`src/rtl/bird_pkg.sv`:
```
// Shared definitions for the flappy-bird controller: state encodings and
// default physics constants, so draw/score logic decodes the same values.
package bird_pkg;

  typedef enum logic [2:0] {
    ST_READY   = 3'd0,
    ST_START   = 3'd1,
    ST_RISING  = 3'd2,
    ST_FALLING = 3'd3,
    ST_STOP    = 3'd4
  } bird_state_e;

  localparam int DEF_Y_W         = 7;
  localparam int DEF_Y_MAX       = 119;
  localparam int DEF_BIRD_H      = 4;
  localparam int DEF_Y_START     = 60;
  localparam int DEF_V_W         = 5;
  localparam int DEF_FLAP_V      = -6;
  localparam int DEF_GRAVITY     = 1;
  localparam int DEF_V_MAX       = 7;
  localparam int DEF_HOLD_FRAMES = 60;

  // True for the states in which the bird is in play.
  function automatic logic is_alive(input bird_state_e s);
    return (s == ST_START) || (s == ST_RISING) || (s == ST_FALLING);
  endfunction

endpackage

```
`src/rtl/bird_motion_ctrl_if.sv`:
```
// Bundle between the game side (key sync, collision detector, draw logic)
// and the bird controller.
// Handshake: frame_tick is a one-cycle strobe with no back-pressure; every
// output is a registered level, valid in every cycle, except game_over which
// is a one-cycle pulse.
interface bird_motion_ctrl_if #(
  parameter int Y_W = bird_pkg::DEF_Y_W,
  parameter int V_W = bird_pkg::DEF_V_W
) ();
  logic                  frame_tick;
  logic                  flap_key;
  logic                  collide;
  logic [Y_W-1:0]        bird_y;
  logic signed [V_W-1:0] bird_v;
  logic [2:0]            state;
  logic                  alive;
  logic                  game_over;

  modport master (
    output frame_tick, flap_key, collide,
    input  bird_y, bird_v, state, alive, game_over
  );

  modport slave (
    input  frame_tick, flap_key, collide,
    output bird_y, bird_v, state, alive, game_over
  );
endinterface

```
`src/rtl/bird_motion_ctrl_flap_edge_detect.sv`:
```
// Rising-edge detector on the (already synchronised) flap key, so a held
// key produces a single flap.
module flap_edge_detect (
  input  logic clk,
  input  logic reset,
  input  logic flap_key,
  output logic flap_edge
);
  logic flap_q;

  // Remember last cycle's key level.
  always_ff @(posedge clk) begin
    if (reset) flap_q <= 1'b0;
    else       flap_q <= flap_key;
  end

  assign flap_edge = flap_key & ~flap_q;
endmodule

```
`src/rtl/bird_motion_ctrl.sv`:
```
// Bird state machine with vertical physics: gravity, flap impulse, terminal
// velocity, ceiling clamp, floor detection and a timed game-over hold.
module bird_motion_ctrl
  import bird_pkg::*;
#(
  parameter int Y_W         = DEF_Y_W,
  parameter int Y_MAX       = DEF_Y_MAX,
  parameter int BIRD_H      = DEF_BIRD_H,
  parameter int Y_START     = DEF_Y_START,
  parameter int V_W         = DEF_V_W,
  parameter int FLAP_V      = DEF_FLAP_V,
  parameter int GRAVITY     = DEF_GRAVITY,
  parameter int V_MAX       = DEF_V_MAX,
  parameter int HOLD_FRAMES = DEF_HOLD_FRAMES
) (
  input  logic             clk,
  input  logic             reset,
  bird_motion_ctrl_if.slave bus
);
  localparam int YE_W   = Y_W + 2;
  localparam int HOLD_W = $clog2(HOLD_FRAMES + 1);

  localparam logic [Y_W-1:0]         Y_START_C  = Y_W'(Y_START);
  localparam logic [Y_W-1:0]         Y_LAUNCH_C = Y_W'(Y_START + FLAP_V);
  localparam logic [Y_W-1:0]         FLOOR_C    = Y_W'(Y_MAX - BIRD_H + 1);
  localparam logic signed [YE_W-1:0] FLOOR_E    = YE_W'(Y_MAX - BIRD_H + 1);
  localparam logic signed [V_W-1:0]  FLAP_V_C   = V_W'(FLAP_V);
  localparam logic signed [V_W-1:0]  V_MAX_C    = V_W'(V_MAX);
  localparam logic signed [V_W:0]    V_MAX_E    = (V_W+1)'(V_MAX);
  localparam logic signed [V_W:0]    GRAV_C     = (V_W+1)'(GRAVITY);
  localparam logic [HOLD_W-1:0]      HOLD_LAST  = HOLD_W'(HOLD_FRAMES - 1);

  bird_state_e           state_q, state_n;
  logic [Y_W-1:0]        y_q, y_n;
  logic signed [V_W-1:0] v_q, v_n;
  logic [HOLD_W-1:0]     hold_q, hold_n;
  logic                  pend_q, pend_n;
  logic                  alive_q, over_q, over_n;

  logic                  flap_edge;
  logic                  flap_now;
  logic signed [V_W:0]   v_sum;
  logic signed [V_W-1:0] v_grav, v_new;
  logic signed [YE_W-1:0] y_new;

  flap_edge_detect u_flap (
    .clk       (clk),
    .reset     (reset),
    .flap_key  (bus.flap_key),
    .flap_edge (flap_edge)
  );

  // State, physics and hold-counter registers.
  always_ff @(posedge clk) begin
    if (reset) begin
      state_q <= ST_READY;
      y_q     <= Y_START_C;
      v_q     <= '0;
      hold_q  <= '0;
      pend_q  <= 1'b0;
      alive_q <= 1'b0;
      over_q  <= 1'b0;
    end else begin
      state_q <= state_n;
      y_q     <= y_n;
      v_q     <= v_n;
      hold_q  <= hold_n;
      pend_q  <= pend_n;
      alive_q <= is_alive(state_n);
      over_q  <= over_n;
    end
  end

  // Next-state and physics update; a flap edge coincident with the tick
  // counts for that tick, collide wins over any tick in flight.
  always_comb begin
    state_n  = state_q;
    y_n      = y_q;
    v_n      = v_q;
    hold_n   = hold_q;
    pend_n   = pend_q;
    over_n   = 1'b0;
    flap_now = pend_q | flap_edge;
    v_sum    = (V_W+1)'(v_q) + GRAV_C;
    v_grav   = (v_sum > V_MAX_E) ? V_MAX_C : v_sum[V_W-1:0];
    v_new    = flap_now ? FLAP_V_C : v_grav;
    y_new    = $signed({2'b00, y_q}) + YE_W'(v_new);

    case (state_q)
      ST_READY: begin
        y_n    = Y_START_C;
        v_n    = '0;
        pend_n = 1'b0;
        hold_n = '0;
        if (flap_edge) state_n = ST_START;
      end
      ST_START: begin
        if (flap_edge) pend_n = 1'b1;
        if (bus.frame_tick) begin
          pend_n  = 1'b0;
          v_n     = FLAP_V_C;
          y_n     = Y_LAUNCH_C;
          state_n = ST_RISING;
        end
      end
      ST_RISING, ST_FALLING: begin
        if (flap_edge) pend_n = 1'b1;
        if (bus.collide) begin
          state_n = ST_STOP;
          over_n  = 1'b1;
          hold_n  = '0;
          pend_n  = 1'b0;
        end else if (bus.frame_tick) begin
          pend_n = 1'b0;
          if (y_new[YE_W-1]) begin
            // Hitting the ceiling only stops the climb.
            y_n     = '0;
            v_n     = '0;
            state_n = ST_FALLING;
          end else if (y_new > FLOOR_E) begin
            y_n     = FLOOR_C;
            state_n = ST_STOP;
            over_n  = 1'b1;
            hold_n  = '0;
          end else begin
            y_n     = y_new[Y_W-1:0];
            v_n     = v_new;
            state_n = v_new[V_W-1] ? ST_RISING : ST_FALLING;
          end
        end
      end
      ST_STOP: begin
        pend_n = 1'b0;
        if (bus.frame_tick) begin
          if (hold_q == HOLD_LAST) begin
            state_n = ST_READY;
            y_n     = Y_START_C;
            v_n     = '0;
            hold_n  = '0;
          end else begin
            hold_n = hold_q + HOLD_W'(1);
          end
        end
      end
      default: begin
        state_n = ST_READY;
        y_n     = Y_START_C;
        v_n     = '0;
        hold_n  = '0;
        pend_n  = 1'b0;
      end
    endcase
  end

  assign bus.bird_y    = y_q;
  assign bus.bird_v    = v_q;
  assign bus.state     = state_q;
  assign bus.alive     = alive_q;
  assign bus.game_over = over_q;
endmodule

```
`src/flat_wrapper.sv`:
```
// flat-port wrapper written by rule: the top's interface ports become plain ports
module bird_motion_ctrl_flat import bird_pkg::*;
#(
  parameter int Y_W         = DEF_Y_W,
  parameter int Y_MAX       = DEF_Y_MAX,
  parameter int BIRD_H      = DEF_BIRD_H,
  parameter int Y_START     = DEF_Y_START,
  parameter int V_W         = DEF_V_W,
  parameter int FLAP_V      = DEF_FLAP_V,
  parameter int GRAVITY     = DEF_GRAVITY,
  parameter int V_MAX       = DEF_V_MAX,
  parameter int HOLD_FRAMES = DEF_HOLD_FRAMES
)
  (clk, reset, bus_frame_tick, bus_flap_key, bus_collide, bus_bird_y, bus_bird_v, bus_state, bus_alive, bus_game_over);
  bird_motion_ctrl_if #(.Y_W(Y_W), .V_W(V_W)) bus_i ();
  input  logic clk;
  input  logic reset;
  input wire logic [$bits(bus_i.frame_tick)-1:0] bus_frame_tick;
  input wire logic [$bits(bus_i.flap_key)-1:0] bus_flap_key;
  input wire logic [$bits(bus_i.collide)-1:0] bus_collide;
  output wire logic [$bits(bus_i.bird_y)-1:0] bus_bird_y;
  output wire logic [$bits(bus_i.bird_v)-1:0] bus_bird_v;
  output wire logic [$bits(bus_i.state)-1:0] bus_state;
  output wire logic [$bits(bus_i.alive)-1:0] bus_alive;
  output wire logic [$bits(bus_i.game_over)-1:0] bus_game_over;
  assign bus_i.frame_tick = bus_frame_tick;
  assign bus_i.flap_key = bus_flap_key;
  assign bus_i.collide = bus_collide;
  assign bus_bird_y = bus_i.bird_y;
  assign bus_bird_v = bus_i.bird_v;
  assign bus_state = bus_i.state;
  assign bus_alive = bus_i.alive;
  assign bus_game_over = bus_i.game_over;
  bird_motion_ctrl #(.Y_W(Y_W), .Y_MAX(Y_MAX), .BIRD_H(BIRD_H), .Y_START(Y_START), .V_W(V_W), .FLAP_V(FLAP_V), .GRAVITY(GRAVITY), .V_MAX(V_MAX), .HOLD_FRAMES(HOLD_FRAMES)) u_core (.clk(clk), .reset(reset), .bus(bus_i));
endmodule
```
`config.mk`:
```
export PLATFORM = sky130hd
export DESIGN_NAME = bird_motion_ctrl_flat
export DESIGN_NICKNAME = d
export VERILOG_FILES = /design/src/rtl/bird_pkg.sv /design/src/rtl/bird_motion_ctrl_if.sv /design/src/rtl/bird_motion_ctrl_flap_edge_detect.sv /design/src/rtl/bird_motion_ctrl.sv /design/src/flat_wrapper.sv
export SDC_FILE = /design/constraint.sdc
export NUM_CORES = 1
export LEC_CHECK = 0
export ABC_AREA = 1
export CORE_MARGIN = 4
export CORE_UTILIZATION = 60
export CTS_CLUSTER_SIZE = 14
export DETAILED_ROUTE_END_ITERATION = 7
export PLACE_DENSITY = 0.89
export SETUP_SLACK_MARGIN = 0.05
export SLEW_MARGIN = 20
export SYNTH_ARGS = -nofsm -noshare
export SYNTH_HDL_FRONTEND = slang
export SYNTH_SLANG_ARGS = --single-unit
```
`constraint.sdc`:
```
create_clock -name clk -period 5.2 [get_ports clk]
set_input_delay 0.52 -clock clk [delete_from_list [all_inputs] [get_ports clk]]
set_output_delay 0.52 -clock clk [all_outputs]
set_load 0.03 [all_outputs]
```
==> results of run 1 <==
cell type report:
class	count	area (um^2)	share of cell area
Tap cell	31	38.8	0.0187
Multi-Input combinational cell	203	1120	0.540
Clock buffer	4	26.3	0.0127
Inverter	48	180	0.0867
Timing Repair Buffer	21	210	0.101
Sequential cell	25	500	0.241
registers in the layout, summed over array words and instances (netlist names):
signal and flops:
u_core.bus.bird_y 7, u_core.bus.state 3, u_core.bus.alive 1, u_core.u_flap.flap_q 1
u_core.hold_q 6, u_core.bus.bird_v 5, u_core.pend_q 1, u_core.bus.game_over 1
critical path, stage by stage, from the launching register on:
cell and delay (ns):
dfxtp_1 0.45, ha_1 0.23, nand3_1 0.12, xor2_1 0.17, nand2_1 0.06, nand2_1 0.08
a21oi_1 0.21, ha_1 0.24, inv_1 0.07, fa_1 0.39, inv_1 0.09, nand2_1 0.07
nand3_1 0.09, nand2_1 0.06, nand2_1 0.05, ha_1 0.29, inv_1 0.17, nand3_2 0.14
nand2_2 0.14, inv_2 0.06, o21ai_1 0.11, nor2_1 0.05
cell families after synthesis:
| family | after synthesis | synth area share |
|---|---|---|
| AOI/OAI and AO/OA | 41 | 0.125 |
| DFF | 25 | 0.277 |
| buffers and inverters | 50 | 0.104 |
| and+or+nand+nor | 142 | 0.364 |
| xor gates and xnor gates | 6 | 0.0290 |
| adders and majority gates | 14 | 0.101 |
report_power, final:
part           internal, mW  leakage [nW]  total (mW)  switching [mW]
Sequential            0.208         0.204       0.226          0.0181
Combinational         0.116         0.770       0.330           0.214
Clock                0.0300        0.0150      0.0834          0.0534
Total                 0.353         0.989       0.639           0.285
cell usage after synthesis, types with 2 or more instances:
cell	n	area [um^2]
a21oi_1	19	95.1
nand2_1	72	270
nand3_1	19	95.1
nor2_2	2	12.5
nand3b_1	3	22.5
inv_1	38	143
xor2_1	4	35.0
ha_1	13	163
nand2_2	4	25.0
dfxtp_1	25	500
o21ai_1	6	30.0
o21ai_0	8	40.0
inv_2	10	37.5
nand4_1	6	37.5
xnor2_1	2	17.5
nor2_1	21	78.8
nand3_2	2	20.0
clkbuf_1	2	7.51
nand2_4	2	22.5
nor3_1	7	35.0
worst max-delay path by stage:
stage	start	to	slack, ns	cells after the start
6_report	u_core.bus.bird_v[1]	u_core.bus.bird_v[2]	1.76	21
3_5_place_dp	bus_flap_key	u_core.bus.bird_v[2]	1.47	21
2_1_floorplan	u_core.bus.bird_v[1]	u_core.bus.bird_v[2]	1.92	21
5_1_grt	u_core.bus.bird_v[1]	u_core.bus.bird_v[1]	1.41	21
3_3_place_gp	bus_flap_key	u_core.hold_q[0]	1.63	21
4_1_cts	u_core.bus.bird_v[1]	u_core.bus.bird_v[2]	1.80	21
stage by stage:
| stage | hold slack (ns) | cell area, um^2 | power (mW) |
|---|---|---|---|
| after floorplan | 0.464 | 1810 | 0.472 |
| after global placement | 0.479 | 2050 | 0.548 |
| after detailed placement | 0.489 | 2050 | 0.553 |
| after CTS | 0.508 | 2080 | 0.639 |
| after global routing | 0.534 | 2080 | 0.693 |
| final | 0.508 | 2080 | 0.639 |
routing by layer:
metal | wire [um] | global-route usage | vias to the layer above | part of all wire
met2 | 1730 | 0.339 | 67 | 0.42
met5 | 0 | 0 | - | 0
met4 | 52 | 0.0386 | 0 | 0.013
met1 | 1980 | 0.314 | 814 | 0.48
met3 | 335 | 0.0414 | 6 | 0.082
li1 | - | - | 940 | -
==> metrics.sh, run 1 <==
OUTCOME='finished clean'
FINALCRITPERIODSHARE=0.661
BUFFER_PORTS.INSERTED=21
CTSHTREEMAXLEVEL=1
CTS.CLK_SLEW.WORST_PATHS_NS=0.13
INITIAL_CORE_UTIL=0.640
RSZ_0062_RAISED_AFTER_GLOBAL_ROUTING='no'
IR_WORST_VDD_V=0.000235
DIE_W_UM=62.9
MAXIMUM_NUMBER_OF_PINS_ON_ONE_NET_BEFORE_GLOBAL_ROUTE_REPAIR=18
ASYNC_SET_OR_RESET_REGISTER_RATIO_AFTER_SYNTHESIS=0
MIN_FROM='u_core.hold_q[4]'
SYNTHESIS.AREA_PER_INSTANCE_UM2=6.51
HOLD_PATH_CLASS='flip-flop to flip-flop'
WORST_CLOCK_SKEW_NS=0.0127
FINAL.MIN_CLOCK_PERIOD_NS=3.44
REPORT.FINAL.SLEW_VIOL_COUNT=0
PLACE_INST=328
CRIT_PATH_MAX_FANOUT=6
CORE-AREA_UM2=2830
SYNTH_TOP_FLOP_CELL='dfxtp_1'
POWER-PER-CELL-AREA_nW_PER_UM2=307
LAYOUT_COMMONEST_CELL='nand2_1'
R2R_CELLS=21
WORST_HOLD_PATH.ENDPOINT='u_core.hold_q[4]'
NUMBER_OF_CELLS_IN_THE_FINISHED_LAYOUT_APART_FROM_FILLERS=332
DETAILEDPLACEMENTHPWL_UM=3260
DIEAREA_UM2=3960
AREA_GROWTH_PCT=14.8
SYNTH_CELLS=278
ARRIVAL_NS=3.63
CLOCK_SINKS=25
LAUNCHING_POINT_OF_THE_WORST_REG2REG_PATH='u_core.bus.bird_v[1]'
DESIGN.FINAL.NETS=321
SYNTH_NETS=297
POST_CTS_BUFFERS=0
TOTAL_DRC_ERRORS_IN_THE_ROUTED_LAYOUT=0
TIMING.FINAL.HOLD_VIOLATIONS=0
YS_SEQ_AREA_FRAC=0.277
WORST_HOLD_PATH.NUM_CELLS=2
ENDPOINT_TYPE_OF_THE_WORST_SETUP_PATH='flip-flop'
GRT_PASS1_VIAS=1650
PLACE.GP.CONGESTION=0.897
POST-ROUTE-WORST-SETUP-SLACK_NS=1.76
NUM_ANTENNA_CELLS=0
YS_WARN_COUNT=0
CTS-BUFFERS-INSERTED=3
WORSTPATHREQUIRED_NS=5.40
VIA_PER_INST=5.50
FIN_SETUP_TNS_NS=0
N_FILL_CELL=228
FLOORPLAN.DIE.HEIGHT_UM=62.9
DETAIL_ROUTE.ITER0.VIOLATIONS=131
P_LEAK_nW=0.989
CTSHOLDBUFFERS=0
SYNTH_CELL_TYPES=33
CRITICAL_PATH.REG2REG.ENDPOINT='u_core.bus.bird_v[2]'
SETUP-VIOLATIONS-FINAL=0
RESIDUAL_OVERFLOW_FROM_GLOBAL_ROUTING=0
MOST-COMMON-LAYOUT-CELLS='nand2_1 (72), inv_1 (38), dfxtp_1 (25)'
DRTPASS1ITERATIONS=5
GROUTE.USAGE.OVERALL=0.218
FMAX_MHz=291
ANTENNA_FOUND_INITIAL=0
TRITONCTS='done'
GRT_PASS1_WL_UM=7220
POST-PLACE-WS_NS=1.47
INSERTION_DELAY_NS=0.31
SYNTH_AREA_UM2=1810
DRT.ANTENNA.VIOLATING_NETS=0
CLK_ROOT_BUFFER_CELL='clkbuf_4'
FINAL_UTIL=0.734
WORST-SLEW-PIN-TRANSITION_NS=0.643
WORST-R2R-SETUP-SLACK_NS=1.76
POSTSYNTHREGISTERBITS=25
WIRELENGTH_UM=4090
FINAL_LAYOUT_SIZE_SUFFIX_GT1_FRAC=0.0897
MAX_SLEW_MARGIN=0.570
IO_PINS=22
SETUP_CRIT_PATH_KIND='flip-flop to flip-flop'
STANDARD_CELL_ROW_COUNT=19
CTS_BUFFER_DEPTH=2
DETAILROUTE.VIA_COUNT=1827
NUMBER_OF_INSTANCES_RESIZED_DURING_POST_CTS_REPAIR=0
AVERAGE_DETAILED_ROUTED_WIRE_LENGTH_PER_INSTANCE_UM=12.3
TIMING.CRITICAL_PATH.FROM_TYPE='flip-flop'
COUNT_OF_FLIP_FLOPS_WITH_A_BUILT_IN_ENABLE_AFTER_SYNTHESIS=0
MAXCAPVIOLATIONS=0
Note: power is estimated with default switching activity, not from simulation.
==> run 2, diff against run 1 <==
--- a/config.mk
+++ b/config.mk
@@ -7,10 +7,10 @@
 export LEC_CHECK = 0
 export ABC_AREA = 1
 export CORE_MARGIN = 4
-export CORE_UTILIZATION = 60
+export CORE_UTILIZATION = 50
 export CTS_CLUSTER_SIZE = 14
 export DETAILED_ROUTE_END_ITERATION = 7
-export PLACE_DENSITY = 0.89
+export PLACE_DENSITY = 0.8
 export SETUP_SLACK_MARGIN = 0.05
 export SLEW_MARGIN = 20
 export SYNTH_ARGS = -nofsm -noshare
==> constraint.sdc (replaced) <==
create_clock -name clk -period 3.05 [get_ports clk]
set_input_delay 0.305 -clock clk [delete_from_list [all_inputs] [get_ports clk]]
set_output_delay 0.305 -clock clk [all_outputs]
set_load 0.03 [all_outputs]
==> run 2 against run 1 <==
Sequential share of layout area fell by 3.9 points. Worst hold slack got worse by 0.012 ns. Register-to-register slack worse by 1.7 ns. Combinational power rose to 2.5 times the previous value. Clock-buffer cell count unchanged. Power is 120% higher. Non-clock buffer count grew 23. Routed wire length grew 31%. Setup slack got worse by 1.7 ns. Cell count increased by 12%. Global-route usage grew 0.78 points. Critical path type unchanged. Highest routed layer unchanged.
==> metrics.sh, run 2 (same netlist as run 1, synthesis figures left out) <==
CTSHTREEMAXLEVEL=1  # unchanged
CLK_ROOT_BUFFER_CELL='clkbuf_4'
DRT.ANTENNA.VIOLATING_NETS=0  # unchanged
POST-ROUTE-WORST-SETUP-SLACK_NS=0.0804  # -1.68 ns
TIMING.FINAL.HOLD_VIOLATIONS=0  # unchanged
INSERTION_DELAY_NS=0.33  # +0.02 ns
RSZ_0062_RAISED_AFTER_GLOBAL_ROUTING='yes'
GROUTE.USAGE.OVERALL=0.226  # +0.00777
GROUTE.LAYER.MET3.USAGE=0.0411  # -0.000316
MAXCAPVIOLATIONS=0  # unchanged
DETAILEDPLACEMENTHPWL_UM=3420  # +5.0%
TRITONCTS='done'
PLACEMENT.CELL_AREA_UM2=2200  # +7.1%
NUM_ANTENNA_CELLS=0  # unchanged
INTERNAL_POWER_uW=738  # +110%
SETUP-VIOLATIONS-FINAL=0  # unchanged
WIRELENGTH_UM=5350  # +31%
CRIT_PATH_MAX_FANOUT=5  # -1
SWITCHING_SHARE=0.465  # +0.0179
IR_WORST_VDD_V=0.000334  # +43%
GRT_PASS1_WL_UM=8120  # +13%
STANDARD_CELL_ROW_COUNT=21  # +2
CTS_BUFFER_DEPTH=2  # unchanged
DESIGN.FINAL.NETS=345  # +7.5%
LARGEST_REG_FLOPS=7  # unchanged
CTS-BUFFERS-INSERTED=3  # unchanged
IO_PINS=22  # unchanged
SWITCHING_POWER_uW=641  # +120%
ENDPOINT_TYPE_OF_THE_WORST_SETUP_PATH='flip-flop'
POST-PLACE-WS_NS=-0.169  # -1.64 ns
GRT_PASS1_VIAS=1871  # +13%
CORE-AREA_UM2=3420  # +21%
WORSTPATHREQUIRED_NS=3.33  # -2.07 ns
AVERAGE_DETAILED_ROUTED_WIRE_LENGTH_PER_INSTANCE_UM=14.4  # +17%
TIMING.CRITICAL_PATH.FROM_TYPE='flip-flop'
PLACE.GP.CONGESTION=0.887  # -1.1%
LAYOUT_COMMONEST_CELL='nand2_1'
DIE_W_UM=68.2  # +8.3%
INITIAL_CORE_UTIL=0.530  # -0.110
MAX_SLEW_MARGIN=0.542  # -0.0281
WORST-SLEW-PIN-TRANSITION_NS=0.685  # +0.0420 ns
AREA_GROWTH_PCT=40.0
OUTCOME='finished clean'
FINAL_LAYOUT_SIZE_SUFFIX_GT1_FRAC=0.289  # +0.200
SHARE_SEQ_OF_TOTAL_POWER=0.283  # -0.070
FINALCRITPERIODSHARE=0.974  # +0.313
N_FILL_CELL=255  # +12%
DRTPASS1ITERATIONS=4  # -1
CTSHOLDBUFFERS=0  # unchanged
FF_LATCH_AREA_UM2=510  # +2.0%
DETAILROUTE.VIA_COUNT=2039  # +12%
GR-USAGE-MET1=0.292  # -0.0223
RESIDUAL_OVERFLOW_FROM_GLOBAL_ROUTING=0  # unchanged
POWER-PER-CELL-AREA_nW_PER_UM2=544  # +77%
DETAIL_ROUTE.ITER0.VIOLATIONS=126  # -3.8%
TOTAL_DRC_ERRORS_IN_THE_ROUTED_LAYOUT=0  # unchanged
GROUTE.LAYER.MET2.USAGE=0.372  # +0.0332
SETUP_CRIT_PATH_KIND='flip-flop to flip-flop'
CTS.CLK_SLEW.WORST_PATHS_NS=0.13  # about the same
GLOBALROUTE.BUSIESTLAYER='met2'
P_LEAK_nW=1.14  # +15%
DIEAREA_UM2=4650  # +17%
LAYOUT.CELL_AREA.NON_FILLER_UM2=2530  # +22%
ANTENNA_FOUND_INITIAL=0  # unchanged
FMAX_MHz=337  # +16%
WORST_CLOCK_SKEW_NS=0.00365  # -0.00902 ns
FINAL.MIN_CLOCK_PERIOD_NS=2.97  # -0.467 ns
BUFFER_PORTS.INSERTED=21  # unchanged
MOST-COMMON-LAYOUT-CELLS='nand2_1 (61), inv_1 (35), clkdlybuf4s50_1 (21), dfxtp_1 (21)'
FLOORPLAN.DIE.HEIGHT_UM=68.2  # +8.3%
MAXIMUM_NUMBER_OF_PINS_ON_ONE_NET_BEFORE_GLOBAL_ROUTE_REPAIR=18  # unchanged
REPORT.FINAL.SLEW_VIOL_COUNT=0  # unchanged
PWR-SHARE-COMB=0.607  # +0.091
CLOCK_SINKS=25  # unchanged
VIA_PER_INST=5.50  # -0.13%
MULTIINPUTGATEAREA_UM2=1360  # +21%
HOLD_PATH_CLASS='input pin to flip-flop'
ARRIVAL_NS=3.25  # -0.38 ns
CLKPWRFRAC=0.110  # -0.021
run 2: changes by cell type in the layout (fill, tap and decap cells not counted), moves of 5 or more:
cell     previous run  this run
a21oi_1            19        14
nand2_4             2         7
nand2_2             4        11
nand2_1            72        61
buf_4               0        19
run 2: worst paths after layout:
kind / start / end / slack (ns) / cells past startpoint
hold reg to reg: u_core.hold_q[4] / u_core.hold_q[4] / 0.50 / 2
setup reg to reg: u_core.bus.bird_v[0] / u_core.bus.bird_y[3] / 0.08 / 20
hold / removal: bus_flap_key / u_core.u_flap.flap_q / 0.50 / 3
setup / recovery: u_core.bus.bird_v[0] / u_core.bus.bird_y[3] / 0.08 / 20
run 2: power by group through the flow:
stage | logic, mW | clock network, mW | registers (mW)
detailed placement | 0.620 | 0 | 0.391
finish | 0.836 | 0.152 | 0.390
global route | 0.910 | 0.166 | 0.393
CTS | 0.675 | 0.155 | 0.387
floorplan | 0.384 | 0 | 0.436
global placement | 0.616 | 0 | 0.390
run 2: repair_timing:
action,CTS,global route
endpoints found under the setup margin,16,23
resized for setup,17,43
setup buffers,4,6
gates cloned,1,0
pin swaps,10,25
run 2: worst max-delay path: stages (launching register included):
cell and delay, ns:
dfxtp_4 0.40, ha_4 0.15, nand3_4 0.08, xor2_1 0.15, nand2_2 0.09, nand2_4 0.07
a21oi_4 0.14, ha_2 0.20, inv_2 0.04, fa_2 0.37, inv_2 0.08, nand2_1 0.07
nand3_2 0.09, nand2_2 0.06, nand2_2 0.08, ha_4 0.23, nor2_4 0.17, nand3_2 0.09
o21ai_1 0.18, nand2_1 0.10, nand2_1 0.07
run 2: through the flow:
| stage | TNS (ns) | instances | hold slack, ns | util | power (mW) |
|---|---|---|---|---|---|
| final | 0 | 371 | 0.496 | 0.741 | 1.38 |
| after global routing | -0.472 | 371 | 0.523 | 0.741 | 1.47 |
| after CTS | 0 | 365 | 0.495 | 0.684 | 1.22 |
| after detailed placement | -2.09 | 356 | 0.485 | 0.643 | 1.01 |
| after global placement | -0.930 | 356 | 0.477 | 0.643 | 1.01 |
| after floorplan | 0 | 278 | 0.397 | - | 0.820 |
run 2: final cells by class:
cell class              count  share of cell area
repair buffers             44               0.157
well taps                  46              0.0227
clock buffers               4              0.0104
inverters                  48              0.0731
multi-input cells         204               0.535
flip-flops and latches     25               0.202
run 2: metal layers:
layer  vias up  share of wire
met5         -              0
met4         0          0.020
met3        13          0.057
met2        74           0.50
met1       956           0.43
li1        996              -
